### config.mk
export PLATFORM = sky130hd
export DESIGN_NAME = stream_slice_reorder
export DESIGN_NICKNAME = d
export VERILOG_FILES = /design/src/rtl/stream_slice_reorder.sv
export SDC_FILE = /design/constraint.sdc
export NUM_CORES = 1
export LEC_CHECK = 0
export ABC_AREA = 1
export CORE_AREA = 2 2 91 93
export DETAILED_ROUTE_END_ITERATION = 16
export DIE_AREA = 0 0 93 95
export GPL_TIMING_DRIVEN = 0
export PLACE_DENSITY = 0.51
export SETUP_SLACK_MARGIN = 0.05
export SYNTH_ARGS = -nofsm -noshare
export SYNTH_HDL_FRONTEND = slang
export SYNTH_SLANG_ARGS = --single-unit
### constraint.sdc
create_clock -name clk -period 2 [get_ports clk]
set_clock_uncertainty 0.05 [all_clocks]
set_input_delay 0.4 -clock clk [delete_from_list [all_inputs] [get_ports clk]]
set_output_delay 0.4 -clock clk [all_outputs]
set_load 0.01 [all_outputs]
### src/rtl/stream_slice_reorder.sv
// Handshaked frame accumulator that emits each completed frame as a left-stream
// ({<< s {frame}}) with a per-frame slice size of 1, 2, 4 or 8 bits.
module stream_slice_reorder #(
  parameter int IN_W  = 4,
  parameter int WORDS = 2,
  parameter int CNT_W = 16
) (
  input  logic                   clk,
  input  logic                   rst_n,
  input  logic [IN_W-1:0]        in_data,
  input  logic                   in_valid,
  output logic                   in_ready,
  input  logic [1:0]             slice_sel,
  output logic [IN_W*WORDS-1:0]  out_data,
  output logic                   out_valid,
  input  logic                   out_ready,
  output logic [1:0]             out_slice,
  output logic [CNT_W-1:0]       frame_cnt,
  output logic                   busy
);

  localparam int F  = IN_W * WORDS;
  localparam int CW = $clog2(WORDS + 1);

  if (F % 8 != 0) begin : g_bad_frame_width
    $error("stream_slice_reorder: IN_W*WORDS must be a multiple of 8");
  end

  typedef enum logic {FILL, HOLD} state_t;

  state_t           state_q;
  logic [CW-1:0]    count_q;
  logic [F-1:0]     frame_q;
  logic [1:0]       slice_q;

  logic [F-1:0]     next_frame;
  logic [1:0]       eff_slice;
  logic             accept;
  logic             last_word;

  // Slices are counted from the MSB and their order reversed; bits inside a slice keep their order.
  function automatic logic [F-1:0] reorder(input logic [F-1:0] f, input logic [1:0] sel);
    logic [F-1:0] r;
    r = '0;
    case (sel)
      2'd0:    for (int i = 0; i < F; i++)     r[i]       = f[F-1-i];
      2'd1:    for (int m = 0; m < F/2; m++)   r[m*2 +: 2] = f[(F/2-1-m)*2 +: 2];
      2'd2:    for (int m = 0; m < F/4; m++)   r[m*4 +: 4] = f[(F/4-1-m)*4 +: 4];
      default: for (int m = 0; m < F/8; m++)   r[m*8 +: 8] = f[(F/8-1-m)*8 +: 8];
    endcase
    return r;
  endfunction

  // NOTE: every always_comb output gets a default first so no latch is inferred.
  always_comb begin
    next_frame = '0;
    eff_slice  = slice_q;
    next_frame = (frame_q << IN_W) | F'(in_data);
    // The first word of a frame uses the live select, which also covers WORDS==1.
    if (count_q == '0) eff_slice = slice_sel;
  end

  assign accept    = in_valid & in_ready;
  assign last_word = (count_q == CW'(WORDS - 1));
  assign busy      = (count_q != '0) | out_valid;

  // NOTE: sequential state uses non-blocking assignments so all registers update from pre-edge values.
  always_ff @(posedge clk or negedge rst_n) begin
    if (!rst_n) begin
      state_q   <= FILL;
      count_q   <= '0;
      frame_q   <= '0;
      slice_q   <= '0;
      out_data  <= '0;
      out_valid <= 1'b0;
      out_slice <= '0;
      in_ready  <= 1'b1;
      frame_cnt <= '0;
    end else begin
      case (state_q)
        FILL: begin
          if (accept) begin
            frame_q <= next_frame;
            if (count_q == '0) slice_q <= slice_sel;
            if (last_word) begin
              count_q   <= '0;
              state_q   <= HOLD;
              in_ready  <= 1'b0;
              out_valid <= 1'b1;
              out_data  <= reorder(next_frame, eff_slice);
              out_slice <= eff_slice;
            end else begin
              count_q <= count_q + CW'(1);
            end
          end
        end
        HOLD: begin
          if (out_ready) begin
            state_q   <= FILL;
            in_ready  <= 1'b1;
            out_valid <= 1'b0;
            frame_cnt <= frame_cnt + CNT_W'(1);
          end
        end
        default: state_q <= FILL;
      endcase
    end
  end

endmodule
======== Word-level counts from Yosys, hierarchy flattened ========
Index checks and enable logic that the tools add are counted.
operators by class
  add/sub/neg operators ................... 2
  eq/ne operators ......................... 6
  multiplexer cells ....................... 15
  bitwise logic cells ..................... 4
  reduce and logical (&&, ||, !) cells .... 7
operators by type and width
  operator                                                                number
  8-bit one-hot mux with 3 select lines                                   1
  16-bit by 1-bit adder with 16-bit output (second input constant)        1
  1-bit 2-to-1 mux                                                        9
  8-bit by 4-bit bitwise OR with 8-bit output                             1
  2-bit inequality test (second input constant)                           3
  1-bit one-hot mux with 2 select lines                                   3
  3-bit AND reduction                                                     2
  2-bit by 1-bit equality test with 1-bit output (second input constant)  2
  2-bit zero test                                                         2
  2-bit 2-to-1 mux                                                        2
  2-bit AND reduction                                                     2
  2-bit by 1-bit adder with 2-bit output (second input constant)          1
  2-bit equality test (second input constant)                             1
  2-bit nonzero test                                                      1
  1-bit AND                                                               1
  1-bit inverter                                                          1
  1-bit bitwise OR                                                        1
storage, ports and cells
  bits in registers ....................... 37
  bits of input ports ..................... 10
  output and inout port bits .............. 29
  word-level logic and storage cells ...... 43

======== Depth between registers and ports, before layout ========
  word-level depth ........................ 4
  depth in mapped cells ................... 9
  gate-level depth less buffers ........... 8

======== Least setup slack after synthesis ========
Ideal clock, no wire load.
  path kind ............................... register to register
  start ................................... reg in_ready
  end ..................................... reg out_data[4]
  library setup time ...................... 0.116 ns
  arrival time ............................ 1.311 ns
  required time ........................... 1.834 ns
  slack ................................... 0.523 ns
  stages on the path, launching flop included .. 7
  period minus slack after synthesis ...... 1.477 ns
  cell sequence ........................... dfstp_2 -> nand3_2 -> nor3_4 -> inv_4 -> buf_6 -> nand2_1 -> nand2_1
between the ends
  word-level cells in the longest chain between the ends .. 2
ends and longest elaborated chain
  element                               line  text
  start: declaration                    12    output logic in_ready,
  start signal: assignment              77    in_ready <= 1'b1;
  start signal: assignment              88    in_ready <= 1'b0;
  start signal: assignment              100   in_ready <= 1'b1;
  1-bit AND                             63    assign accept = in_valid & in_ready;
  3-bit AND reduction (no source line)  -
  end signal: assignment                90    out_data <= reorder(next_frame, eff_slice);
  end: declaration                      14    output logic [IN_W*WORDS-1:0] out_data,
No other way between the ends.
A chain may end at the register's enable or synchronous reset.

======== Final worst setup path ========
  start ................................... reg count_q[1]
  end ..................................... out busy
between the ends
  word-level cells in the longest chain between the ends .. 2
ends and longest elaborated chain
  element                   line  text
  start: declaration        32    logic [CW-1:0] count_q;
  start signal: assignment  93    count_q <= count_q + CW'(1);
  2-bit nonzero test        65    assign busy = (count_q != '0) | out_valid;
  1-bit bitwise OR          65
  end: declaration          19    output logic busy
No other way between the ends.

==> run_results.csv <==
group,metric,value,unit
finish,seqCellArea,928,um^2
route,vias,1675,
route,drcViolationCount,0,
route,first_pass_iters,6,
finish,final_nets,301,
logic_synthesis,syn-cell-area,2010,um^2
route,drt-wirelength-per-cell,11.5,um
cts,cts_tree,"done",
logic_synthesis,synthArstFlopShare,1.00,
power_and_ir_drop,total_power,3490,uW
setup_path,crit_type,"flip-flop to output port",
floorplan,placementRows,33,
run,maxCapViolations,0,
grt,grt_pass1_wl,8030,um
logic_synthesis,ys_seq_area_frac,0.461,
power_and_ir_drop,pwr_density_cell,1310,nW/um^2
finish,utilization,0.337,
sta,grt_setup_unrepaired,"false",
sta,hold_violations,0,
floorplan,io_pins,39,
run_status,status,"finished clean",
sta,fin_setup_tns,0,ps
power_and_ir_drop,vdd.ir_drop.worst,0.539,mV
logic_synthesis,synth_fp_nets,253,
route,detail-route-antenna-nets,0,
setup_path,critPathLaunchType,"flip-flop",
sta,setup_viol,0,
route,wirelength,4570,um
worst_hold_path,min_path_cells,2,
floorplan,fp.dieH,95,um
sta,min_period_over_period,0.928,
grt,antenna_found_initial,0,
grt,track_usage,0.115,
logic_synthesis,ys_warn_count,0,
cts,clk_pin_slew,70,ps
route,initialDrtViolationCount,42,
floorplan,die_area,8840,um^2
cts,numCtsBuffers,5,
sta,finalMaxSlewViolations,0,
placement,placed_area,2540,um^2
logic_synthesis,synth_area_leader_cell,"dfrtp_1",
sta,tightest_slew,469,ps
finish,finalInstanceArea,2670,um^2
route,vias_per_cell,4.23,
finish,layout-drive-gt1-share,0.148,
finish,layout_common_cells,"76 x nand2_1, 37 x clkdlybuf4s50_1, 35 x dfrtp_1",
logic_synthesis,avgSynthCellArea,8.30,um^2
logic_synthesis,synth_edf_count,0,
cts,clkLatencyLatePin,290,ps
cts,clockRootBuffer,"clkbuf_8",
finish,diodes,0,
setup_path,reg2regPathDepth,6,
sta,fmax,539,MHz
setup_path,cp.arrival,1410,ps
sta,hold_ws,429,ps
power_and_ir_drop,p_leak,0.00128,uW
cts,cts.sinks,37,
floorplan,coreArea,7930,um^2
logic_synthesis,netlist_top_cells_area,"dfrtp_1 45%, nand2_1 14%, nand3_1 6.5%",
logic_synthesis,synth-main-ff-cell,"dfrtp_1",
placement,finalWeightedCongestion,0.808,
grt,grt_start_max_net_pins,29,
setup_path,critPathMaxFanout,6,
grt,first_global_vias,1706,
grt,grt-ovfl-total,0,
sta,period_minus_slack,1860,ps
finish,area_growth,33.1,%
placement,hpwl,3380,um
logic_synthesis,ys_types,31,
cts,clock_path_buffers,2,
floorplan,start_util,0.253,
placement,io_buffers,38,
logic_synthesis,synthDominantCellAreaShare,0.448,
setup_path,end_kind,"output port",
finish,nFillCells,875,
logic_synthesis,netlist_instances,242,
finish,multiInputGateArea,906,um^2
worst_hold_path,hold_path.class,"flip-flop to flip-flop",
logic_synthesis,ys_seq_elements,37,
cts,h-tree-depth,2,
sta,relSlewSlack,0.686,
finish,final_common_cell,"nand2_1",
setup_path,crit_required,1550,ps
floorplan,die_w,93,um
[path summary, 6_finish.rpt]
path	from	end	slack, ps
max	count_q[1]	busy	140
min	in_ready	in_ready	430
max reg2reg	in_ready	out_data[5]	330
min reg2reg	in_ready	in_ready	430
max in group asynchronous	rst_n	in_ready	940
min in group asynchronous	rst_n	out_data[3]	460
[cells in the mapped netlist (2+ instances only)]
| library cell | number |
|---|---|
| clkinv_1 | 2 |
| xor2_1 | 7 |
| dfrtp_1 | 36 |
| o21ai_0 | 5 |
| o21ai_1 | 9 |
| nand3_2 | 6 |
| nor2_2 | 4 |
| inv_1 | 25 |
| o21ai_2 | 3 |
| nand3_1 | 26 |
| buf_6 | 5 |
| nand4_1 | 2 |
| nand2_1 | 76 |
| nand3b_1 | 4 |
| xnor2_1 | 6 |
| nand2_2 | 5 |
| nor2_1 | 7 |
[what timing repair did]
item | CTS | global route
hold buffers | 1 | 0
setup endpoints to repair | 1 | 2
setup buffers | 1 | 0
pin swaps | 1 | 0
gates resized for setup | 0 | 2
cloned | 0 | 0
endpoints found under the hold margin | 9 | 0
[layer usage]
metal	track usage	wire length [um]	vias to the layer above
li1	-	-	854
met1	0.145	2170	781
met2	0.196	2170	35
met3	0.0271	179	5
met4	0.0331	58	0
met5	0	0	-
[area by class of cell]
| type | count | share of cell area |
|---|---|---|
| plain buffers | 7 | 0.0253 |
| clock buffers | 7 | 0.0323 |
| multi-input cells | 169 | 0.339 |
| clock inverters | 1 | 0.0112 |
| well taps | 105 | 0.0491 |
| inverters | 29 | 0.0416 |
| flip-flops and latches | 37 | 0.347 |
| repair buffers | 41 | 0.154 |
[report_power, final]
group	total, uW	internal [uW]	switching (uW)	leakage (uW)
combinational	1630	755	872	0.000753
sequential	1190	982	209	0.000468
clock	673	407	267	0.0000585
[per-stage QoR]
stage,cells,setup slack (ps)
after floorplan,242,523
final,396,145
after detailed placement,386,-65.5
after global routing,396,64.8
after global placement,385,-545
after CTS,396,78.8
[cells by family (layout without fill, tap and decap cells)]
logic type               count (synthesis)  after routing  synth area share
AND/OR/NAND/NOR                        134            134             0.321
flip-flops                              37             37             0.461
buffers and inverters                   36             85            0.0890
AO/OA/AOI/OAI                           21             21            0.0660
XOR/XNOR                                13             13            0.0567
adder cells (fa/ha/maj)                  1              1           0.00623
[critical path: stages, from the launching register on]
cell and delay, ps:
dfrtp_2 460, nor2_4 130, nand2_1 50, clkdlybuf4s50_1 470
[state kept, by name, summed over array words and instances (netlist names)]
signal and cells:
frame_q 4, out_data 8, count_q 2, in_ready 1, out_valid 1, slice_q 2
state_q 1, frame_cnt 16, out_slice 2
Power figures use the tool's default switching activity.
